<file path="src/rtl/rr_grant_arbiter4_pkg.sv">
// Shared constants and state encoding for the 4-way round-robin grant arbiter.
package rr_grant_arbiter4_pkg;

  localparam int N                = 4;
  localparam int IDX_W            = 2;
  localparam int MAX_HOLD_DEFAULT = 8;
  localparam int CNT_W_DEFAULT    = 8;

  typedef enum logic {
    ST_IDLE = 1'b0,
    ST_BUSY = 1'b1
  } state_t;

endpackage

</file>
<file path="src/rtl/rr_grant_arbiter4_pick4.sv">
// Combinational round-robin pick: rotate req so ptr is at bit 0, take the lowest
// set bit, then add ptr back to recover the absolute requester index.
module rr_pick4
  import rr_grant_arbiter4_pkg::*;
(
  input  logic [N-1:0]     req,
  input  logic [IDX_W-1:0] ptr,
  output logic [IDX_W-1:0] pick_idx,
  output logic             pick_any
);

  logic [N-1:0]     rot;
  logic [IDX_W-1:0] enc;

  assign rot = N'({req, req} >> ptr);

  // Descending scan so the lowest set bit of the rotated vector wins.
  always_comb begin
    enc = '0;
    for (int i = N - 1; i >= 0; i--) begin
      if (rot[i]) enc = IDX_W'(i);
    end
  end

  assign pick_idx = enc + ptr;
  assign pick_any = |req;

endmodule

</file>
<file path="src/rtl/rr_grant_arbiter4.sv">
// Registered 4-requester round-robin arbiter; tenure ends on done, owner drop,
// or after MAX_HOLD cycles (flagged by a one-cycle timeout pulse).
module rr_grant_arbiter4
  import rr_grant_arbiter4_pkg::*;
#(
  parameter int MAX_HOLD = MAX_HOLD_DEFAULT,
  parameter int CNT_W    = CNT_W_DEFAULT
) (
  input  logic             clk,
  input  logic             rst_n,
  input  logic [N-1:0]     req,
  input  logic             done,
  output logic [N-1:0]     gnt,
  output logic [IDX_W-1:0] gnt_idx,
  output logic             gnt_valid,
  output logic             timeout
);

  state_t           state_q;
  logic [N-1:0]     gnt_q;
  logic [IDX_W-1:0] idx_q, ptr_q, ptr_d, pick_idx;
  logic [CNT_W-1:0] cnt_q, cnt_d;
  logic             valid_q, timeout_q;
  logic             pick_any, owner_end, hold_limit;

  rr_pick4 u_pick (
    .req      (req),
    .ptr      (ptr_q),
    .pick_idx (pick_idx),
    .pick_any (pick_any)
  );

  assign ptr_d      = idx_q + IDX_W'(1);
  assign cnt_d      = cnt_q + CNT_W'(1);
  assign owner_end  = !req[idx_q] || done;
  assign hold_limit = (cnt_q == CNT_W'(MAX_HOLD));

  // Every release path returns to IDLE, which forces the one dead cycle between tenures.
  always_ff @(posedge clk or negedge rst_n) begin
    if (!rst_n) begin
      state_q   <= ST_IDLE;
      gnt_q     <= '0;
      idx_q     <= '0;
      ptr_q     <= '0;
      cnt_q     <= '0;
      valid_q   <= 1'b0;
      timeout_q <= 1'b0;
    end else begin
      case (state_q)
        ST_IDLE: begin
          timeout_q <= 1'b0;
          if (pick_any) begin
            gnt_q   <= N'(1) << pick_idx;
            idx_q   <= pick_idx;
            valid_q <= 1'b1;
            cnt_q   <= CNT_W'(1);
            state_q <= ST_BUSY;
          end
        end
        ST_BUSY: begin
          if (owner_end || hold_limit) begin
            timeout_q <= !owner_end;
            gnt_q     <= '0;
            idx_q     <= '0;
            valid_q   <= 1'b0;
            cnt_q     <= '0;
            ptr_q     <= ptr_d;
            state_q   <= ST_IDLE;
          end else begin
            timeout_q <= 1'b0;
            cnt_q     <= cnt_d;
          end
        end
        default: state_q <= ST_IDLE;
      endcase
    end
  end

  assign gnt       = gnt_q;
  assign gnt_idx   = idx_q;
  assign gnt_valid = valid_q;
  assign timeout   = timeout_q;

endmodule

</file>
<file path="config.mk">
export PLATFORM = sky130hd
export DESIGN_NAME = rr_grant_arbiter4
export DESIGN_NICKNAME = d
export VERILOG_FILES = /design/src/rtl/rr_grant_arbiter4_pkg.sv /design/src/rtl/rr_grant_arbiter4_pick4.sv /design/src/rtl/rr_grant_arbiter4.sv
export SDC_FILE = /design/constraint.sdc
export NUM_CORES = 1
export LEC_CHECK = 0
export BUFFER_PORTS_ARGS = -buffer_cell sky130_fd_sc_hd__buf_2
export CORE_ASPECT_RATIO = 1.4
export CORE_UTILIZATION = 55
export CTS_CLUSTER_SIZE = 10
export DETAILED_ROUTE_END_ITERATION = 8
export GPL_TIMING_DRIVEN = 1
export PLACE_DENSITY = 0.76
export SYNTH_ARGS = -nofsm -noshare
export SYNTH_HDL_FRONTEND = slang
export SYNTH_SLANG_ARGS = --single-unit
export TNS_END_PERCENT = 10
</file>
<file path="constraint.sdc">
create_clock -name clk -period 2.4 [get_ports clk]
set_input_delay 0 -clock clk [delete_from_list [all_inputs] [get_ports clk]]
set_output_delay 0 -clock clk [all_outputs]
set_load 0.005 [all_outputs]
</file>
# Word-level counts from Yosys, hierarchy flattened

Index checks and enable logic that the tools add are counted.

Eq/ne operators: 3
Shifts and indexed selects: 2
Reductions and logical operators: 7
Bitwise gates (word level): 1
Add/sub/neg operators: 3
Mux-type cells: 23
Order comparisons: 1

Operators by type and width:

| cell                | count |
|---|---|
| $mux 8              | 2 |
| $pmux 8 s2          | 1 |
| $mux 2              | 6 |
| $add 8x1->8 const B | 1 |
| $eq 8x4->1 const B  | 1 |
| $mux 4              | 2 |
| $pmux 4 s2          | 1 |
| $shr 8x2->4         | 1 |
| $mux 1              | 6 |
| $pmux 1 s2          | 3 |
| $pmux 2 s2          | 1 |
| $reduce_and 2->1    | 2 |
| $reduce_or 4->1     | 1 |
| $shl 1x2->4 const A | 1 |
| $lt 2x3->1 const B  | 1 |
| $add 2x1->2 const B | 1 |
| $add 2x2->2         | 1 |
| $bmux 1 s2          | 1 |
| $logic_not 1->1     | 2 |
| $logic_or 1x1->1    | 2 |
| $ne 2x1->1 const B  | 1 |
| $ne 2x2->1 const B  | 1 |
| $not 1->1           | 1 |

Register bits after elaboration: 19
Output and inout port bits: 8
Input bits: 7

# Longest topological paths before layout

Gate-level depths: netlist (run 1).

Word-level depth: 9
Depth in mapped cells: 9

# Cells and area by module

A second synthesis (run 1) with hierarchy kept.

Cells, all modules: 126
Area total of the unflattened synthesis: 1262.5 µm²

By module, submodules not included:

| module            | cells each | instances | area an instance (µm²) |
|---|---|---|---|
| rr_grant_arbiter4 | 99         | 1         | 1083.5 |
| rr_pick4          | 27         | 1         | 178.9 |

# Worst setup path before layout (run 1)

OpenSTA, ideal clock, no wires.

Path kind: register -> register
Start point: register ptr_q[1]
End point: register gnt_q[2], in the netlist gnt[2]
Arrival time: 1.841 ns
Stages on the path, launching flop included: 9
Slack: 0.458 ns
Path through: dfrtp_1 clkbuf_1 nand2_1 a2bb2oi_1 o221ai_1 o21a_1 ha_1 or3_1 o32ai_1

Word-level cells in the longest chain between the ends: 9

RTL lines:

| what                   | RTL line                      | RTL |
|---|---|---|
| start, declared        | rr_grant_arbiter4.sv:21       | `logic [IDX_W-1:0] idx_q, ptr_q, ptr_d, pick_idx;` |
| start signal, assigned | rr_grant_arbiter4.sv:67       | `ptr_q <= ptr_d;` |
| $shr 8x2->4            | rr_grant_arbiter4_pick4.sv:15 | `assign rot = N'({req, req} >> ptr);` |
| $mux 2 (4 in a row)    | rr_grant_arbiter4_pick4.sv:21 | `if (rot[i]) enc = IDX_W'(i);` |
| $add 2x2->2 *          | rr_grant_arbiter4_pick4.sv:25 | `assign pick_idx = enc + ptr;` |
| $shl 1x2->4 *          | rr_grant_arbiter4.sv:53       | `gnt_q <= N'(1) << pick_idx;` |
| $mux 4 *               | rr_grant_arbiter4.sv:52       | `if (pick_any) begin` |
| $pmux 4 s2 *           | rr_grant_arbiter4.sv:49       | `case (state_q)` |
| end signal, assigned   | rr_grant_arbiter4.sv:53       |  |
| end, declared          | rr_grant_arbiter4.sv:20       | `logic [N-1:0] gnt_q;` |

Every way passes the cells marked *; elsewhere a longest branch is shown, timed or not. The select of a mux whose other input is x is not followed.
A chain may end at the register's enable or synchronous reset.

# Worst setup path in the final report (run 1)

Ends and elaborated chain as after synthesis.

==> results.json, run 1 <==
{
  "cts_setup_buffers": 0,
  "n_fill_cell": 192,
  "initial_core_util_pct": 59.1,
  "die_w_um": 40.9,
  "ys.flop_type": "dfrtp_1",
  "min_path_type": "in2async",
  "vias": 963,
  "grt_pass1_vias": 989,
  "drt_pass1_iterations": 4,
  "fin_cells": 154,
  "final_area_um2": 1280,
  "worst_slew_pin_slew_ns": 0.545,
  "die_area_um2": 2310,
  "syn_inst": 117,
  "crit_type": "reg2reg",
  "rsz0062_at_grt": "false",
  "synth_top_cells_by_area": "dfrtp_1 (41%), o32ai_1 (3.8%), inv_1 (3.5%), a31oi_1 (3.2%), ha_1 (3.2%)",
  "status": "complete, no violations",
  "p_sw_share_pct": 40.2,
  "cts_inserted_buffers": 3,
  "p_clk_share_pct": 13.0,
  "clock-sinks": 19,
  "p_per_area_nw_per_um2": 964,
  "worstPathArrival_ns": 2.23,
  "num_antenna_cells": 0,
  "setup_viol": 0,
  "cp_max_fo": 8,
  "yosysWarningCount": 0,
  "fmax_ghz": 0.483,
  "top_level_ports": 15,
  "root_buffer": "clkbuf_4",
  "async_flop_share_pct": 100,
  "drc_errors": 0,
  "finalCriticalPeriod_ns": 2.07,
  "seq_power_share_pct": 40.5,
  "post-route-period-util_pct": 86.2,
  "clkTransAtPathRegs_ns": 0.10,
  "synth_commonest_cells": "dfrtp_1 (19), inv_1 (11), nand2_1 (7)",
  "core_area_um2": 1970,
  "grt_max_degree": 20,
  "dp_cells": 148,
  "vias_per_cell": 6.25,
  "mappedNetlistArea_um2": 1170,
  "power_frac_comb_pct": 46.5,
  "cts_tree": "built",
  "synth_nets": 127,
  "p_sw_mw": 0.495,
  "wl_per_cell_um": 15.9,
  "multiInputGateArea_um2": 619,
  "fin_tns_setup_ns": 0,
  "gr-total-overflow": 0,
  "clk_latency_ns": 0.29,
  "max_cap_viol_count": 0,
  "grt_pass1_wl_um": 3860,
  "synth_most_common_cell": "dfrtp_1",
  "hold_viol_final": 0,
  "clockBufferDepth": 2,
  "fin_util_pct": 64.8,
  "wirelength_um": 2460,
  "hpwl_um": 1900,
  "ys_types": 45,
  "grt_usage_pct": 23.7,
  "synth_seq_cells": 19,
  "syn_to_final_growth_pct": 9.66,
  "ant_nets": 0,
  "numPortBuffers": 14,
  "p_leak_nw": 0.571,
  "rows": 19,
  "antenna_found_initial": 0,
  "relSlewSlack_pct": 63.4,
  "report.final.slew_viol_count": 0,
  "placed_area_um2": 1230,
  "gp_congestion": 0.770,
  "synth_edf_count": 0,
  "fin_nets": 144,
  "holdWs_ns": 0.163,
  "p_int_mw": 0.737,
  "htree_levels": 1,
  "drt_iter0_markers": 21,
  "end_kind": "flip-flop",
  "synth_largest_area_cell": "dfrtp_1",
  "die_y_um": 56.5,
  "synth.avg_cell_area_um2": 9.97,
  "finalClockSkew_ns": 0.00273,
  "ys_seq_area_share_pct": 40.8,
  "drive_above_1_share_pct": 18.8,
  "worst_setup_path_start_kind": "flip-flop",
  "synth_top_cell_area_share_pct": 40.8,
  "seq_area_um2": 475,
  "ir_drop_mv": 0.506,
  "cp.required_ns": 2.56
}
## final cells by class
type,instances,area share (%)
timing repair buffer,16,7.04
multi-input combinational,83,48.4
inverter,11,3.23
tap,21,2.05
sequential,19,37.2
clock buffer,4,2.05
## metrics by stage
| step | setup slack (ns) | total power [mW] |
|---|---|---|
| floorplan | 0.458 | 0.927 |
| global placement | 0.381 | 1.05 |
| detailed placement | 0.336 | 1.07 |
| CTS | 0.321 | 1.24 |
| global route | 0.104 | 1.33 |
| finish | 0.331 | 1.23 |
## cell families after synthesis
family                   after synthesis  synth area share, %
AND/OR/NAND/NOR                       40                 20.8
AO/OA/AOI/OAI                         33                 22.1
flip-flops                            19                 40.8
buffers and inverters                 15                 6.12
multiplexers                           4                 4.72
XOR/XNOR                               3                 2.25
adder cells (fa/ha/maj)                3                 3.22
## state kept, by name, indices dropped and copies added, names as in the netlist
name       flops
gnt            4
ptr_q          2
cnt_q          8
gnt_idx        2
state_q        1
gnt_valid      1
timeout        1
## routing by layer
metal	part of all wire, %	track usage (%)
met1	40	22.8
met2	57	43.5
met3	2.0	3.95
met4	1.0	10.5
met5	0	0
## final timing paths
kind	start	to	slack [ns]	cells past startpoint
min in group clk	req[3]	cnt_q[4]	0.23	4
max in group asynchronous	rst_n	gnt_idx[1]	1.94	2
setup / recovery	ptr_q[1]	gnt[2]	0.33	8
hold / removal	rst_n	cnt_q[0]	0.16	2
setup reg to reg	ptr_q[1]	gnt[2]	0.33	8
hold reg to reg	gnt_valid	gnt_valid	0.50	1
## cell usage in the layout (no fill, tap or decap), types with 2 or more instances in the layout
| cell | Yosys | layout |
|---|---|---|
| or3_1 | 2 | 2 |
| nand2b_1 | 2 | 2 |
| xor2_1 | 2 | 2 |
| buf_2 | 0 | 14 |
| a31oi_1 | 6 | 6 |
| nor3_1 | 2 | 2 |
| nor4b_1 | 2 | 2 |
| o21ai_0 | 3 | 3 |
| a22o_1 | 2 | 2 |
| nand3_1 | 4 | 4 |
| clkbuf_4 | 0 | 3 |
| nor4_1 | 2 | 2 |
| nor2_1 | 4 | 4 |
| dfrtp_1 | 19 | 19 |
| ha_1 | 3 | 3 |
| o21a_1 | 4 | 4 |
| nor2b_1 | 3 | 3 |
| inv_1 | 11 | 11 |
| dlygate4sd3_1 | 0 | 2 |
| nand2_1 | 7 | 7 |
| o32ai_1 | 5 | 5 |
| mux2_2 | 2 | 2 |
| nand3b_1 | 2 | 2 |
| and4_1 | 3 | 3 |
| nor3b_1 | 2 | 2 |
## worst max-delay path: stages, from the launching register on
cell and delay (ns):
dfrtp_1 0.50, nand2_1 0.11, a2bb2oi_1 0.16, o221ai_1 0.13, o21a_1 0.13, ha_1 0.18, xor2_1 0.17, nor4_1 0.41
o32ai_1 0.16
## power by group through the flow
stage	logic (mW)	clock network, mW	registers, mW
after CTS	0.578	0.164	0.498
after detailed placement	0.570	0	0.504
after floorplan	0.450	0	0.477
after global routing	0.639	0.174	0.514
after global placement	0.552	0	0.503
final	0.573	0.160	0.499
## what timing repair did
action	CTS	global route
hold buffers	2	0
endpoints found under the hold margin	20	0
gates resized for setup	0	0
(Power assumes the default switching activity.)
==> run 2, diff against run 1 <==
--- a/config.mk
+++ b/config.mk
@@ -7,11 +7,10 @@
 export LEC_CHECK = 0
 export BUFFER_PORTS_ARGS = -buffer_cell sky130_fd_sc_hd__buf_2
 export CORE_ASPECT_RATIO = 1.4
-export CORE_UTILIZATION = 55
+export CORE_UTILIZATION = 40
 export CTS_CLUSTER_SIZE = 10
 export DETAILED_ROUTE_END_ITERATION = 8
 export GPL_TIMING_DRIVEN = 1
-export PLACE_DENSITY = 0.76
 export SYNTH_ARGS = -nofsm -noshare
 export SYNTH_HDL_FRONTEND = slang
 export SYNTH_SLANG_ARGS = --single-unit
==> results.json, run 2 (synthesis results as in run 1) <==
{
  "status": "complete, no violations",
  "ir_drop_mv": 0.404,
  "cpMaxStageDelayCell": "dfrtp_1",
  "grt_usage_pct": 19.9,
  "root_buffer": "clkbuf_4",
  "clkTransAtPathRegs_ns": 0.11,
  "core_area_um2": 2700,
  "cp.depth": 8,
  "vias": 998,
  "htree_levels": 1,
  "gr-total-overflow": 0,
  "initial_core_util_pct": 43.2,
  "met3_usage_pct": 2.73,
  "setup_viol": 0,
  "worstPathArrival_ns": 2.30,
  "post-route-period-util_pct": 88.2,
  "endpoint": "gnt[2]",
  "max_cap_viol_count": 0,
  "grt_pass1_vias": 988,
  "num_antenna_cells": 0,
  "rows": 22,
  "setup_ws_ns": 0.283,
  "die_w_um": 47.6,
  "fin_nets": 144,
  "relSlewSlack_pct": 61.0,
  "met1_usage_pct": 20.1,
  "reg2reg_slack_ns": 0.28,
  "layout_common_cells": "dfrtp_1 (19), buf_2 (14), inv_1 (11), nand2_1 (7), a31oi_1 (6)",
  "report.final.slew_viol_count": 0,
  "wirelength_um": 2640,
  "drt_pass1_iterations": 4,
  "p_leak_nw": 0.571,
  "timing.rr.end": "gnt[2]",
  "min_path_type": "in2async",
  "hpwl_um": 1960,
  "p_per_area_nw_per_um2": 965,
  "die_y_um": 65.9,
  "worst_slew_pin_slew_ns": 0.579,
  "final_common_cell": "dfrtp_1",
  "clock-sinks": 19,
  "slowest_delay_ns": 0.51,
  "path_delay_family": "compound AO/OA/AOI/OAI gates",
  "syn_to_final_growth_pct": 11.3,
  "grt_pass1_wl_um": 4350,
  "grt_max_degree": 20,
  "clockBufferDepth": 2,
  "crit_path_start": "ptr_q[1]",
  "largest-register": "cnt_q",
  "cp.required_ns": 2.58,
  "n_fill_cell": 285,
  "hold_viol_final": 0,
  "fin_tns_setup_ns": 0,
  "ant_nets": 0,
  "drt_iter0_markers": 21,
  "antenna_found_initial": 0,
  "vias_per_cell": 5.91,
  "cts_resized": 0,
  "numPortBuffers": 14,
  "holdWs_ns": 0.155,
  "clk_latency_ns": 0.31,
  "crit_type": "reg2reg",
  "drc_errors": 0,
  "crit_path_cell_trace": "nand2_1 > a2bb2oi_1 > o221ai_1 > o21a_1 > ha_1 > xor2_1 > nor4_1 > o32ai_1",
  "fmax_ghz": 0.472,
  "finalCriticalPeriod_ns": 2.12,
  "rr_worst_depth": 8,
  "wl_per_cell_um": 15.6,
  "largest_register_ffs": 8,
  "drive_above_1_share_pct": 18.8,
  "die_area_um2": 3140,
  "end_kind": "flip-flop",
  "path_buf_inv": 0,
  "worst_setup_path_start_kind": "flip-flop",
  "finalClockSkew_ns": 0.00225,
  "r2r_start": "ptr_q[1]",
  "top_level_ports": 15,
  "cts_tree": "built",
  "cts_inserted_buffers": 3,
  "globalRouteMet2Util_pct": 37.3,
  "cp_max_fo": 8,
  "rsz0062_at_grt": "false",
  "dp_slack_ns": 0.290,
  "total_power_mw": 1.25,
  "gp_congestion": 0.770,
  "top_usage_layer": "met2"
}
run 2: cell counts in the layout (fill, tap and decap cells not counted):
No cell type changed its count.
run 2: worst reg2reg max path, stage by stage (launching register included):
cell and delay (ns):
dfrtp_1 0.51, nand2_1 0.12, a2bb2oi_1 0.17, o221ai_1 0.12, o21a_1 0.13, ha_1 0.18
xor2_1 0.17, nor4_1 0.42, o32ai_1 0.17
run 2: cell type report:
class / count / area, um^2 / share of cell area (%)
Clock buffer: 4 / 26.3 / 2.03
Inverter: 11 / 41.3 / 3.18
Multi-Input combinational cell: 83 / 619 / 47.7
Sequential cell: 19 / 475 / 36.6
Tap cell: 36 / 45.0 / 3.47
Timing Repair Buffer: 16 / 90.1 / 6.94
run 2: worst min-delay path by stage:
stage | end
final | cnt_q[3]
after CTS | cnt_q[4]
after floorplan | cnt_q[0]
after detailed placement | cnt_q[3]
after global placement | cnt_q[3]
after global routing | cnt_q[4]
run 2: routing by layer:
layer | wire (um) | vias to the layer above
met2 | 1450 | 17
met4 | 65 | 0
met1 | 1060 | 494
met5 | 0 | -
met3 | 66 | 4
li1 | - | 483
run 2: per-stage QoR:
stage	util, %	cell area, um^2	std cells
after floorplan	-	1170	117
after global placement	46.4	1250	163
after detailed placement	46.4	1250	163
after CTS	48.1	1300	169
after global routing	48.1	1300	169
final	48.1	1300	169
run 2: repair_timing:
action,in CTS,in global routing
endpoints found under the hold margin,20,0
hold buffers,2,0
buffers inserted,0,0
endpoints found under the setup margin,0,0
run 2: where the power goes:
| part | internal (mW) | switching (mW) |
|---|---|---|
| Clock | 0.0650 | 0.103 |
| Combinational | 0.270 | 0.311 |
| Sequential | 0.404 | 0.0987 |
| Total | 0.739 | 0.513 |
==> run 3, diff against run 2 <==
--- a/config.mk
+++ b/config.mk
@@ -5,7 +5,9 @@
 export SDC_FILE = /design/constraint.sdc
 export NUM_CORES = 1
 export LEC_CHECK = 0
+export ABC_AREA = 1
 export BUFFER_PORTS_ARGS = -buffer_cell sky130_fd_sc_hd__buf_2
+export CAP_MARGIN = 20
 export CORE_ASPECT_RATIO = 1.4
 export CORE_UTILIZATION = 40
 export CTS_CLUSTER_SIZE = 10
==> results.json, run 3 <==
{
  "drive_above_1_share_pct": 31.3,
  "path_common_cell": "nand2_1",
  "synth_commonest_cells": "nand2_1 (31), dfrtp_1 (19), inv_1 (17)",
  "drt_pass1_iterations": 4,
  "grt_pass1_vias": 1020,
  "fmax_ghz": 0.497,
  "vias_per_cell": 4.85,
  "fin_nets": 174,
  "status": "complete, no violations",
  "wirelength_um": 2370,
  "ir_drop_mv": 0.622,
  "worstPathArrival_ns": 2.17,
  "synth_edf_count": 0,
  "end_kind": "flip-flop",
  "ys_types": 28,
  "final_common_cell": "nand2_1",
  "cp.required_ns": 2.55,
  "crit_path_cell_trace": "inv_2 > nand2_1 > nand3_1 > nand2_1 > nand3_1 > a21boi_0 > ha_1 > xor2_1 > inv_1 > nand3_2 > nand2_4 > nand3_2 > nand2_1",
  "crit_type": "reg2reg",
  "report.final.slew_viol_count": 0,
  "finalCriticalPeriod_ns": 2.01,
  "synth_top_cells_by_area": "dfrtp_1 (39%), nand2_1 (9.5%), nand3_2 (7.4%), inv_1 (5.2%), nand3_1 (4.5%)",
  "slowest_delay_ns": 0.47,
  "synth_nets": 157,
  "max_cap_viol_count": 0,
  "cpMaxStageDelayCell": "dfrtp_1",
  "antenna_found_initial": 0,
  "clk_latency_ns": 0.25,
  "ys_seq_area_share_pct": 38.9,
  "cts_resized": 0,
  "clkTransAtPathRegs_ns": 0.08,
  "die_y_um": 67.4,
  "cts_tree": "built",
  "worst_slew_pin_slew_ns": 0.436,
  "synth_largest_area_cell": "dfrtp_1",
  "num_antenna_cells": 0,
  "numPortBuffers": 14,
  "path_delay_family": "simple AND/OR/NAND/NOR gates",
  "largest_register_ffs": 8,
  "ys.flop_type": "dfrtp_1",
  "async_flop_share_pct": 100,
  "final_area_um2": 1370,
  "vias": 970,
  "cts_inserted_buffers": 3,
  "core_area_um2": 2880,
  "grt_pass1_wl_um": 4280,
  "synth_seq_cells": 19,
  "initial_core_util_pct": 42.5,
  "drc_errors": 0,
  "rsz0062_at_grt": "false",
  "synth.avg_cell_area_um2": 8.32,
  "ctsHoldBuffers": 1,
  "hpwl_um": 1830,
  "drt_iter0_markers": 17,
  "syn_to_final_growth_pct": 11.7,
  "gp_congestion": 0.760,
  "rows": 23,
  "finalClockSkew_ns": 0.00534,
  "ant_nets": 0,
  "cp_max_fo": 7,
  "mappedNetlistArea_um2": 1220,
  "path_buf_inv": 2,
  "post-route-period-util_pct": 83.9,
  "top_level_ports": 15,
  "clockBufferDepth": 2,
  "die_area_um2": 3290,
  "gr-total-overflow": 0,
  "clock-sinks": 19,
  "synth_top_cell_area_share_pct": 38.9,
  "p_leak_nw": 0.670,
  "placed_area_um2": 1310,
  "htree_levels": 1,
  "fin_tns_setup_ns": 0,
  "largest-register": "cnt_q",
  "min_path_type": "in2reg",
  "cts_setup_buffers": 0,
  "p_per_area_nw_per_um2": 1150,
  "dp_slack_ns": 0.410,
  "setup_viol": 0,
  "layout_common_cells": "nand2_1 (31), dfrtp_1 (19), inv_1 (17), buf_2 (14), nand3_1 (11)",
  "grt_max_degree": 20,
  "setup_ws_ns": 0.386,
  "worst_setup_path_start_kind": "flip-flop",
  "grt_usage_pct": 16.8,
  "root_buffer": "clkbuf_8",
  "synth_most_common_cell": "nand2_1",
  "yosysWarningCount": 0,
  "hold_viol_final": 0,
  "relSlewSlack_pct": 70.9,
  "wl_per_cell_um": 11.9,
  "die_w_um": 48.7,
  "syn_inst": 147
}
## run 3: cell types whose count changed in the layout (fill, tap and decap cells not counted), sizes merged, moves of 3 or more
cell | before | now
and4 | 3 | 0
a31oi | 7 | 0
o21ai | 3 | 7
nand2 | 7 | 39
inv | 11 | 22
nor2 | 4 | 12
o32ai | 5 | 0
o21a | 4 | 0
nand3 | 4 | 20
xor2 | 2 | 5
nor2b | 4 | 0
o22ai | 1 | 5
## run 3: worst paths after layout
check	from	end	slack [ns]	depth (start not counted)
min in group asynchronous	rst_n	gnt_valid	0.21	2
setup reg to reg	ptr_q[0]	gnt[2]	0.39	13
max in group asynchronous	rst_n	cnt_q[3]	1.88	2
hold reg to reg	gnt_valid	gnt_valid	0.51	2
setup / recovery	ptr_q[0]	gnt[2]	0.39	13
hold / removal	done	timeout	0.05	4
## run 3: cell families (layout without fill, tap and decap cells)
logic type / Yosys count / count (layout) / share of synthesized area, %
buffers and inverters: 26 / 42 / 9.82
xor gates and xnor gates: 7 / 7 / 5.01
AOI/OAI and AO/OA: 16 / 16 / 8.89
DFF: 19 / 19 / 38.9
and+or+nand+nor: 76 / 76 / 34.4
adders and majority gates: 3 / 3 / 3.07
## run 3: worst register-to-register path: cells and delay by family (launching register included)
family	cells	cell delay, ns
AND/OR/NAND/NOR	8	0.66
XOR/XNOR	1	0.22
buffers and inverters	2	0.16
AO/OA/AOI/OAI	1	0.20
flip-flops	1	0.47
adder cells (fa/ha/maj)	1	0.20
## run 3: area by class of cell
cell class	count	area, um^2
Inverter	23	90.1
Tap cell	37	46.3
Fill cell	295	1510
Timing Repair Buffer	15	80.1
Clock inverter	1	5.00
Multi-Input combinational cell	102	628
Clock buffer	3	41.3
Sequential cell	19	475
## run 3: through the flow
stage / total power [mW] / util [%] / hold slack [ns] / std cells
after floorplan: 1.21 / - / -0.296 / 147
after global placement: 1.33 / 45.5 / -0.0409 / 195
after detailed placement: 1.36 / 45.5 / -0.0364 / 195
after CTS: 1.59 / 47.5 / 0.0363 / 200
after global routing: 1.72 / 47.5 / 0.0532 / 200
final: 1.57 / 47.5 / 0.0463 / 200
## run 3: power by group
part / switching (mW) / internal (mW)
registers: 0.115 / 0.406
clock network: 0.109 / 0.115
logic: 0.519 / 0.305
## run 3: routing by layer
layer | track usage, % | up-vias | share of wire, %
met5 | 0 | - | 0
met4 | 7.72 | 0 | 0.76
met3 | 1.35 | 2 | 1.9
met2 | 31.1 | 9 | 51
met1 | 19.9 | 459 | 46
li1 | - | 500 | -
